**config.mk**
```make
export PLATFORM = sky130hd
export DESIGN_NAME = mem_arbiter
export DESIGN_NICKNAME = d
export VERILOG_FILES = /design/src/rtl/mem_arbiter.sv
export SDC_FILE = /design/constraint.sdc
export NUM_CORES = 1
export LEC_CHECK = 0
export ABC_AREA = 1
export CAP_MARGIN = 15
export CORE_UTILIZATION = 39
export DETAILED_ROUTE_END_ITERATION = 10
export PLACE_DENSITY = 0.84
export SLEW_MARGIN = 15
export SYNTH_ARGS = -nofsm -noshare
export SYNTH_HDL_FRONTEND = slang
export SYNTH_SLANG_ARGS = --single-unit
export TNS_END_PERCENT = 10
```
**constraint.sdc**
```tcl
create_clock -name clk_i -period 1.9 [get_ports clk_i]
set_input_delay 0.38 -clock clk_i [delete_from_list [all_inputs] [get_ports clk_i]]
set_output_delay 0.38 -clock clk_i [all_outputs]
set_load 0.005 [all_outputs]
```
**src/rtl/mem_arbiter.sv**
```systemverilog
`default_nettype none
// ============================================================================
// Module   : mem_arbiter
// Purpose  : Two-requester (fetch / data) arbiter onto a single-outstanding
//            memory port. Fixed priority with a starvation guard by default;
//            define MEM_ARB_RR_EN for round-robin arbitration instead.
// Revision : 1.0 - initial release
// ============================================================================
module mem_arbiter #(
    parameter int STARVE_LIMIT = 4
) (
    input  logic        clk_i,
    input  logic        rst_ni,
    input  logic        if_req_i,
    input  logic [31:0] if_addr_i,
    output logic        if_gnt_o,
    output logic        if_rvalid_o,
    input  logic        d_read_i,
    input  logic        d_write_i,
    input  logic [3:0]  d_strb_i,
    input  logic [31:0] d_addr_i,
    input  logic [31:0] d_wdata_i,
    output logic        d_gnt_o,
    output logic        d_rvalid_o,
    output logic [31:0] rdata_o,
    output logic        mem_req_o,
    output logic        mem_we_o,
    output logic [3:0]  mem_strb_o,
    output logic [31:0] mem_addr_o,
    output logic [31:0] mem_wdata_o,
    input  logic        mem_gnt_i,
    input  logic        mem_rvalid_i,
    input  logic [31:0] mem_rdata_i
);

    typedef enum logic [1:0] {
        ST_IDLE   = 2'd0,
        ST_REQ    = 2'd1,
        ST_WAIT_R = 2'd2
    } state_t;

    state_t r_state;
    logic   r_owner_fetch;
    logic   w_d_req;
    logic   w_fetch_wins;
    logic   w_grant_ok;

    assign w_d_req = d_read_i | d_write_i;

`ifdef MEM_ARB_RR_EN
    logic r_rr_fetch;

    assign w_fetch_wins = if_req_i & (~w_d_req | r_rr_fetch);

    always_ff @(posedge clk_i) begin
        if (!rst_ni) begin
            r_rr_fetch <= 1'b0;
        end else if (if_gnt_o || d_gnt_o) begin
            r_rr_fetch <= ~r_rr_fetch;
        end
    end
`else
    localparam int c_CNT_W = (STARVE_LIMIT < 1) ? 1 : $clog2(STARVE_LIMIT + 1);
    localparam logic [c_CNT_W-1:0] c_LIMIT = c_CNT_W'(STARVE_LIMIT);

    logic [c_CNT_W-1:0] r_starve_cnt;

    assign w_fetch_wins = if_req_i & (~w_d_req | (r_starve_cnt == c_LIMIT));

    // Counts data grants that bypassed a waiting fetch; saturates at the limit.
    always_ff @(posedge clk_i) begin
        if (!rst_ni) begin
            r_starve_cnt <= '0;
        end else if (if_gnt_o) begin
            r_starve_cnt <= '0;
        end else if (d_gnt_o && if_req_i && (r_starve_cnt != c_LIMIT)) begin
            r_starve_cnt <= r_starve_cnt + c_CNT_W'(1);
        end
    end
`endif

    // Grants are decoded in the request cycle so the requester can drop it next cycle.
    assign w_grant_ok = rst_ni & (r_state == ST_IDLE);
    assign if_gnt_o   = w_grant_ok & w_fetch_wins;
    assign d_gnt_o    = w_grant_ok & w_d_req & ~w_fetch_wins;

    always_ff @(posedge clk_i) begin
        if (!rst_ni) begin
            r_state       <= ST_IDLE;
            r_owner_fetch <= 1'b0;
            if_rvalid_o   <= 1'b0;
            d_rvalid_o    <= 1'b0;
            rdata_o       <= '0;
            mem_req_o     <= 1'b0;
            mem_we_o      <= 1'b0;
            mem_strb_o    <= '0;
            mem_addr_o    <= '0;
            mem_wdata_o   <= '0;
        end else begin
            if_rvalid_o <= 1'b0;
            d_rvalid_o  <= 1'b0;
            case (r_state)
                ST_IDLE: begin
                    if (if_gnt_o) begin
                        r_owner_fetch <= 1'b1;
                        mem_req_o     <= 1'b1;
                        mem_we_o      <= 1'b0;
                        mem_strb_o    <= 4'b1111;
                        mem_addr_o    <= if_addr_i;
                        mem_wdata_o   <= '0;
                        r_state       <= ST_REQ;
                    end else if (d_gnt_o) begin
                        // A simultaneous read and write is treated as a store.
                        r_owner_fetch <= 1'b0;
                        mem_req_o     <= 1'b1;
                        mem_we_o      <= d_write_i;
                        mem_strb_o    <= d_write_i ? d_strb_i : 4'b1111;
                        mem_addr_o    <= d_addr_i;
                        mem_wdata_o   <= d_wdata_i;
                        r_state       <= ST_REQ;
                    end
                end
                ST_REQ: begin
                    if (mem_gnt_i) begin
                        mem_req_o <= 1'b0;
                        if (mem_we_o) begin
                            d_rvalid_o <= 1'b1;
                            r_state    <= ST_IDLE;
                        end else begin
                            r_state <= ST_WAIT_R;
                        end
                    end
                end
                ST_WAIT_R: begin
                    if (mem_rvalid_i) begin
                        rdata_o     <= mem_rdata_i;
                        if_rvalid_o <= r_owner_fetch;
                        d_rvalid_o  <= ~r_owner_fetch;
                        r_state     <= ST_IDLE;
                    end
                end
                default: begin
                    r_state <= ST_IDLE;
                end
            endcase
        end
    end

endmodule
`default_nettype wire

```
== Yosys cells after proc, flatten, opt, wreduce, memory -nomap -nowiden ==
Cells that the tools add are included.

* Register bits: 110
* Input port bits: 139
* Output and inout port bits: 106
* Word-level logic and storage cells: 66

* Add/subtract/negate cells: 1
* Equal/unequal tests: 7
* Multiplexer cells: 25
* Bitwise operators: 11
* Reductions and logical operators: 11

{| class="wikitable"
|+ Operators with widths
! kind !! count
|-
| 32-bit 2-to-1 mux || 4
|-
| 4-bit 2-to-1 mux || 3
|-
| 1-bit 2-to-1 mux || 10
|-
| 2-bit 2-to-1 mux || 5
|-
| 3-bit AND reduction || 3
|-
| 3-bit != test, second input constant || 2
|-
| 2-bit one-hot mux with 3 select lines || 1
|-
| 1-bit bitwise AND || 5
|-
| 2-bit != test, second input constant || 2
|-
| 1-bit inverter || 4
|-
| 1-bit one-hot mux with 2 select lines || 2
|-
| 2-bit AND reduction || 2
|-
| 2-bit nonzero test || 2
|-
| 3-bit by 1-bit adder with 3-bit output, second input constant || 1
|-
| 3-bit equality test, second input constant || 1
|-
| 2-bit by 1-bit equality test with 1-bit output, second input constant || 1
|-
| 2-bit equality test, second input constant || 1
|-
| 1-bit logical AND || 2
|-
| 2-bit zero test || 1
|-
| 1-bit OR || 2
|-
| 2-bit OR reduction || 1
|}

== Logic depth before layout (Yosys ltp) ==
Gate-level depths: netlist of the first run.

* Depth in word-level cells: 9
* Depth in mapped cells: 11
* Mapped depth without buffers: 10

== Worst setup path after synthesis of the first run ==
Ideal clock, no wire load.

* Path kind: register to output
* Start: register r_state[0]
* End: output port d_gnt_o
* Arrival time: 1.306 ns
* Required time: 1.520 ns
* Path slack: 0.214 ns
* Stages on the path, launching flop included: 9
* Path buffers: 2
* Path through: dfxtp_1 -> inv_1 -> ha_1 -> nand2_1 -> inv_1 -> nand2_2 -> buf_2 -> buf_2 -> a21oi_1

* Cells in the longest elaborated chain, start to end: 4

{| class="wikitable"
|+ Ends and longest elaborated chain
! element !! line !! RTL
|-
| from (decl) || 42 || <nowiki>state_t r_state;</nowiki>
|-
| from (signal assigned) || 89 || <nowiki>r_state <= ST_IDLE;</nowiki>
|-
| from (signal assigned) || 111 || <nowiki>r_state <= ST_REQ;</nowiki>
|-
| from (signal assigned) || 120 || <nowiki>r_state <= ST_REQ;</nowiki>
|-
| 2-bit zero test || 83 || <nowiki>assign w_grant_ok = rst_ni & (r_state == ST_IDLE);</nowiki>
|-
| 1-bit bitwise AND || 83 ||
|-
| 1-bit bitwise AND (2 in series) || 85 || <nowiki>assign d_gnt_o = w_grant_ok & w_d_req & ~w_fetch_wins;</nowiki>
|-
| to (decl) || 23 || <nowiki>output logic d_gnt_o,</nowiki>
|}

No other way between the ends.

== Final worst setup path of the first run ==
* Start: input port d_write_i
* End: output port if_gnt_o

* Cells in the longest elaborated chain, start to end: 5

{| class="wikitable"
|+ Ends and longest elaborated chain
! element !! line !! RTL
|-
| from (decl) || 19 || <nowiki>input logic d_write_i,</nowiki>
|-
| 1-bit OR || 48 || <nowiki>assign w_d_req = d_read_i | d_write_i;</nowiki>
|-
| 1-bit inverter || 68 || <nowiki>assign w_fetch_wins = if_req_i & (~w_d_req | (r_starve_cnt == c_LIMIT));</nowiki>
|-
| 1-bit OR || 68 ||
|-
| 1-bit bitwise AND || 68 ||
|-
| 1-bit bitwise AND || 84 || <nowiki>assign if_gnt_o = w_grant_ok & w_fetch_wins;</nowiki>
|-
| to (decl) || 16 || <nowiki>output logic if_gnt_o,</nowiki>
|}

No other way between the ends.

==> results.md, run 1 <==
- Post-synthesis sequential area ratio: 0.495
- Max-cap viol count: 0
- Overall power: 7.70 mW
- Flop pwr share: 0.378
- Vias: 4746
- Setup Viol. Count Final: 0
- Total Routing Usage GR: 0.224
- Die Area: 0.0118 mm^2
- Layout cells sized above 1: 0.0641
- Die extent in y: 109 um
- Clock net sink count: 110
- Area Growth Syn to Fin: 67.5%
- Clock Latency Late Sink: 0.34 ns
- Hold Path Class: reg -> reg
- Pleak: 3.00 nW
- RSZ-0062 raised after global routing: true
- Post-CTS setup buffer count: 0
- Root buffer cell: clkbuf_16
- PwrDens: 1030 mW/mm^2
- Drt initial violations: 253
- Final Net Count: 1014
- DP HPWL: 9690 um
- Clock Tree Buf Depth: 2
- Worst path max stage delay: 0.42 ns
- Setup Skew: 0.00746 ns
- Drt wl/cell: 13.3 um
- DR pass1 iterations: 5
- IO Port Bufs: 244
- Final Max Slew Viols: 0
- GP Congestion: 0.786
- Slew @ Worst Pin: 0.424 ns
- Vias in the first global route: 4321
- Clk pwr share: 0.246
- Worst Path Max Fanout: 3
- H-tree levels: 3
- Ant diodes: 0
- Final hold vios: 0
- Most frequent cell after synthesis: nor2_1
- Largest net degree at the start of global routing: 50
- Residual DRC count: 0
- DIE WIDTH: 109 um
- Synth Warn #: 0
- IO Count: 245
- Largest cells by area after synthesis: dfxtp_1 49%, nor2_1 14%, nand2_1 13%
- Area leader, netlist: dfxtp_1
- Switch share: 0.312
- Hold-fix buffers, CTS: 0
- CTS tree: yes
- Fill cells: 933
- Starting Density: 0.405
- Comb power frac: 0.376
- Drt via density: 4.68
- Non-filler instance count after layout: 1014
- Final worst path period share: 0.991
- Post-Syn Area: 0.00445 mm^2
- CP max-delay cell: clkdlybuf4s50_1
- Total gr overflow: 0
- Post-synth top cells: 165 x nor2_1, 159 x nand2_1, 110 x dfxtp_1
- Internal Power: 5.30 mW
- Post-synth ARST share: 0
- FF+latch count, synth: 110
- Area share of the largest cell type after synthesis: 0.495
- Core area: 0.0110 mm^2
- Final wirelength: 13400 um
- CP cell instances: clkdlybuf4s50_1 > inv_1 > nand2_1 > buf_4 > a21oi_4 > clkdlybuf4s15_2
- Num CTS Buffers: 9
- Avg Inst Size Synth: 7.10 um^2
- Max_slew headroom: 0.718
- Period minus WS final: 1.88 ns
- Critical Path RT: 1.52 ns
- Psw: 2.40 mW
- Status: finished clean
- Syn_nets: 772
- CP endpoint kind: primary output
- First-pass GRT wire length: 20500 um
- Synth Instances: 627
- Post-synth EDFFs: 0
- Crit Path Category: in -> out
- Critical path arrival: 1.50 ns
- Layout Utilization: 0.679
- Max VDD drop: 733 uV
- DP Cell Count: 998
- Initial antenna violation count: 0
- CP Launch Type: input pin
- Row count: 38
- Synth Flop Type: dfxtp_1
- Fmax: 0.531 GHz
- Reg clk slew, reported paths: 0.07 ns
- WHS: 0.456 ns
- Distinct cells, synth: 19
- Final ANT Viol Nets: 0
sequential cells by signal (all words and copies together) (netlist names):
register,count
r_starve_cnt,3
r_owner_fetch,1
mem_addr_o,32
rdata_o,32
d_rvalid_o,1
mem_wdata_o,32
if_rvalid_o,1
mem_strb_o,4
r_state,2
mem_we_o,1
mem_req_o,1
through the flow:
step	worst slack (ns)	setup TNS, ns	instance area, um^2
after detailed placement	-0.270	-7.71	7130
after global placement	-0.259	-4.94	7130
after global routing	-0.0511	-0.0511	7460
after floorplan	0.214	0	4450
final	0.0175	0	7460
after CTS	-0.0187	-0.0187	7450
power groups by stage:
| stage | Sequential (mW) | Combinational [mW] | Clock, mW |
|---|---|---|---|
| after CTS | 2.91 | 2.92 | 1.94 |
| final | 2.91 | 2.90 | 1.89 |
| after global routing | 2.96 | 3.21 | 2.04 |
| after detailed placement | 2.96 | 2.87 | 0 |
| after floorplan | 2.98 | 1.28 | 0 |
| after global placement | 2.94 | 2.82 | 0 |
what timing repair did:
item / 4_1_cts / 5_1_grt
cloned: 0 / 0
setup endpoints to repair: 15 / 9
gates resized for setup: 11 / 6
layer usage:
metal	GRT usage	vias up	wire (um)
li1	-	2452	-
met5	0	-	0
met1	0.249	2094	5460
met2	0.390	185	6480
met4	0.0734	0	196
met3	0.0855	15	1310
area by class of cell:
class,count,area [um^2],area share
Clock buffer,10,229,0.0307
Clock inverter,6,70.1,0.00939
Inverter,16,60.1,0.00805
Multi-Input combinational cell,463,2020,0.270
Sequential cell,110,2200,0.295
Tap cell,140,175,0.0235
Timing Repair Buffer,269,2700,0.363
kinds of logic (layout without fill, tap and decap cells):
logic type | after synthesis | after routing | synth area share
xor gates and xnor gates | 1 | 1 | 0.00197
adders and majority gates | 6 | 6 | 0.0169
buffers and inverters | 54 | 301 | 0.0584
and+or+nand+nor | 355 | 355 | 0.312
AOI/OAI and AO/OA | 101 | 101 | 0.117
DFF | 110 | 110 | 0.495
worst max-delay path, delay by kind of cell:
family                 cells  cell delay (ns)
AO/OA/AOI/OAI              1             0.12
AND/OR/NAND/NOR            1             0.12
buffers and inverters      4             0.89
cell usage in the layout, fill, tap and decap left out, drive strengths merged:
cell type	instances
clkdlybuf4s50	241
o21ai	62
clkbuf	10
o21a	1
ha	6
dfxtp	110
inv	18
clkdlybuf4s15	1
clkinv	3
bufinv	1
a21oi	38
nand3	28
nand2	162
nor2	165
buf	27
xor2	1
final timing paths:
check                                  start                           to  slack, ns  cells past startpoint
setup / recovery                   d_write_i                     if_gnt_o       0.02                      6
hold / removal    r_owner_fetch$_SDFFE_PN0P_       if_rvalid_o$_SDFF_PN0_       0.46                      2
setup reg to reg     r_state[1]$_SDFFE_PN0P_  mem_addr_o[10]$_SDFFE_PN0P_       0.12                     11
hold reg to reg   r_owner_fetch$_SDFFE_PN0P_       if_rvalid_o$_SDFF_PN0_       0.46                      2
No activity file was read; power rests on OpenSTA's default activity.
==> run 2, diff against run 1 <==
--- a/config.mk
+++ b/config.mk
@@ -7,9 +7,11 @@
 export LEC_CHECK = 0
 export ABC_AREA = 1
 export CAP_MARGIN = 15
-export CORE_UTILIZATION = 39
+export CELL_PAD_IN_SITES_DETAIL_PLACEMENT = 1
+export CELL_PAD_IN_SITES_GLOBAL_PLACEMENT = 1
+export CORE_UTILIZATION = 26
 export DETAILED_ROUTE_END_ITERATION = 10
-export PLACE_DENSITY = 0.84
+export PLACE_DENSITY = 0.83
 export SLEW_MARGIN = 15
 export SYNTH_ARGS = -nofsm -noshare
 export SYNTH_HDL_FRONTEND = slang
==> run 2 against run 1 <==
Against the previous run: die area up 49%; via count up 2.9%; total power up 5.3%; sequential cell count unchanged; critical path depth unchanged; final cell count up 8.4%; cell area up 2.2%; register-to-register slack better by 0.03 ns; sequential power about the same; clock skew up 0.0027 ns; maximum frequency up 5.1%.
==> results.md, run 2 (synthesized netlist as in run 1, its figures left out) <==
- PwrDens: 1060 mW/mm^2 (+3.0%)
- CP endpoint kind: primary output
- Residual DRC count: 0 (unchanged)
- IO Port Bufs: 244 (unchanged)
- Core area: 0.0166 mm^2 (+52%)
- Max VDD drop: 555 uV (-24%)
- Fmax: 0.558 GHz (+5.1%)
- Hold path depth: 2 (unchanged)
- Drt wl/cell: 14.4 um (+8.5%)
- Largest net degree at the start of global routing: 46 (-8.0%)
- Final Net Count: 1019 (+0.49%)
- Biggest regs: mem_addr_o x32, mem_wdata_o x32, rdata_o x32
- Critical path arrival: 1.41 ns (-0.09 ns)
- Die extent in y: 133 um (+22%)
- DIE WIDTH: 133 um (+22%)
- Vias: 4885 (+2.9%)
- Setup_tns: 0 ns (unchanged)
- Final Max Slew Viols: 0 (unchanged)
- IO Count: 245 (unchanged)
- GP Congestion: 0.783 (-0.42%)
- Clock Tree Buf Depth: 2 (unchanged)
- Clock Latency Late Sink: 0.35 ns (about the same)
- Min setup slack post-route: 0.109 ns (+0.0912 ns)
- Die Area: 0.0177 mm^2 (+49%)
- Setup Skew: 0.0102 ns (+0.00272 ns)
- Final hold vios: 0 (unchanged)
- Slew @ Worst Pin: 0.411 ns (-0.0128 ns)
- R2R setup slack: 0.15 ns (+0.03 ns)
- Layout cells sized above 1: 0.0683 (+0.00419)
- Final ANT Viol Nets: 0 (unchanged)
- Hold Path End: if_rvalid_o$_SDFF_PN0_
- R2R depth: 11 (unchanged)
- Crit Path Category: reg -> out
- Max_slew headroom: 0.726 (+0.00852)
- Reg-to-reg critical path startpoint: r_state[1]$_SDFFE_PN0P_
- Setup Viol. Count Final: 0 (unchanged)
- Status: finished clean
- Num CTS Buffers: 9 (unchanged)
- Drt via density: 4.44 (-5.0%)
- Clock net sink count: 110 (unchanged)
- Starting Density: 0.268 (-0.138)
- Critical Path RT: 1.52 ns (about the same)
- Final worst path period share: 0.943 (-0.0480)
- Vias in the first global route: 4845 (+12%)
- Row count: 47 (+24%)
- Most frequent cells in the layout: 241 x clkdlybuf4s50_1, 165 x nor2_1, 157 x nand2_1
- Pleak: 3.04 nW (+1.3%)
- First-pass GRT wire length: 25100 um (+23%)
- Final wirelength: 15800 um (+18%)
- Fill cells: 2063 (+120%)
- Max-cap viol count: 0 (unchanged)
- Reg-to-Reg End: mem_strb_o[0]$_SDFFE_PN0P_
- Area of the multi-input gates: 0.00201 mm^2 (-0.43%)
- Ant diodes: 0 (unchanged)
- Period minus WS final: 1.79 ns (-0.0912 ns)
- Placed cell area: 0.00725 mm^2 (+1.8%)
- Initial antenna violation count: 0 (unchanged)
- RSZ-0062 raised after global routing: false
- Overall power: 8.11 mW (+5.3%)
- Hold Startpoint: r_owner_fetch$_SDFFE_PN0P_
- Reg clk slew, reported paths: 0.08 ns (about the same)
- Worst Path Max Fanout: 3 (unchanged)
- DR pass1 iterations: 4 (-1)
- Reg area: 0.00220 mm^2 (unchanged)
- Layout Utilization: 0.458 (-0.221)
- Fin area: 0.00762 mm^2 (+2.2%)
- DP HPWL: 11800 um (+22%)
- CTS tree: yes
- CP Launch Type: register
- Area Growth Syn to Fin: 71.2%
- Root buffer cell: clkbuf_16
- Commonest non-fill, non-tap cell in the layout: clkdlybuf4s50_1
- Total gr overflow: 0 (unchanged)
- Drt initial violations: 177 (-30%)
- Total Routing Usage GR: 0.182 (-0.0415)
- Hold-fix buffers, CTS: 0 (unchanged)
- Hold Path Class: reg -> reg
- Dpl ws: -0.328 ns (-0.0577 ns)
- H-tree levels: 3 (unchanged)
## run 2: how the worst max path moves through the flow
stage	from	to	slack, ns	cells after the start
global placement	d_write_i	d_gnt_o	-0.30	6
finish	r_state[0]$_SDFFE_PN0P_	if_gnt_o	0.11	6
floorplan	r_state[0]$_SDFFE_PN0P_	d_gnt_o	0.21	8
global route	r_state[0]$_SDFFE_PN0P_	if_gnt_o	0.01	6
detailed placement	d_write_i	d_gnt_o	-0.33	6
CTS	r_state[1]$_SDFFE_PN0P_	if_gnt_o	0.08	6
## run 2: final cells by class
type	instances	share of cell area
Timing Repair Buffer	274	0.358
Sequential cell	110	0.289
Multi-Input combinational cell	463	0.263
Tap cell	220	0.0361
Clock buffer	11	0.0318
Clock inverter	5	0.0140
Inverter	16	0.00788
## run 2: per-stage QoR
stage	hold WS [ns]	std cells
finish	0.447	1099
global route	0.475	1099
CTS	0.465	1099
detailed placement	0.451	1083
global placement	0.449	1083
floorplan	0.424	627
## run 2: routing by layer
| layer | wire length, um | global-route usage | vias up |
|---|---|---|---|
| li1 | - | - | 2468 |
| met1 | 6820 | 0.213 | 2232 |
| met2 | 7520 | 0.310 | 169 |
| met3 | 1270 | 0.0648 | 16 |
| met4 | 207 | 0.0530 | 0 |
| met5 | 0 | 0 | - |
## run 2: repair_timing
action,in CTS,in global routing
buffers inserted,0,0
gates resized for setup,15,3
setup endpoints to repair,52,16
pin swaps,0,0
## run 2: worst max-delay path: stages, from the launching register on
cell and delay [ns]:
dfxtp_1 0.33, inv_2 0.09, ha_4 0.16, buf_4 0.12, nand3_4 0.08, a21oi_4 0.14, buf_2 0.15
## run 2: report_power, final
part / leakage, nW / internal, mW / switching (mW)
clock network: 0.166 / 1.33 / 0.884
registers: 0.900 / 2.71 / 0.207
logic: 1.97 / 1.56 / 1.41
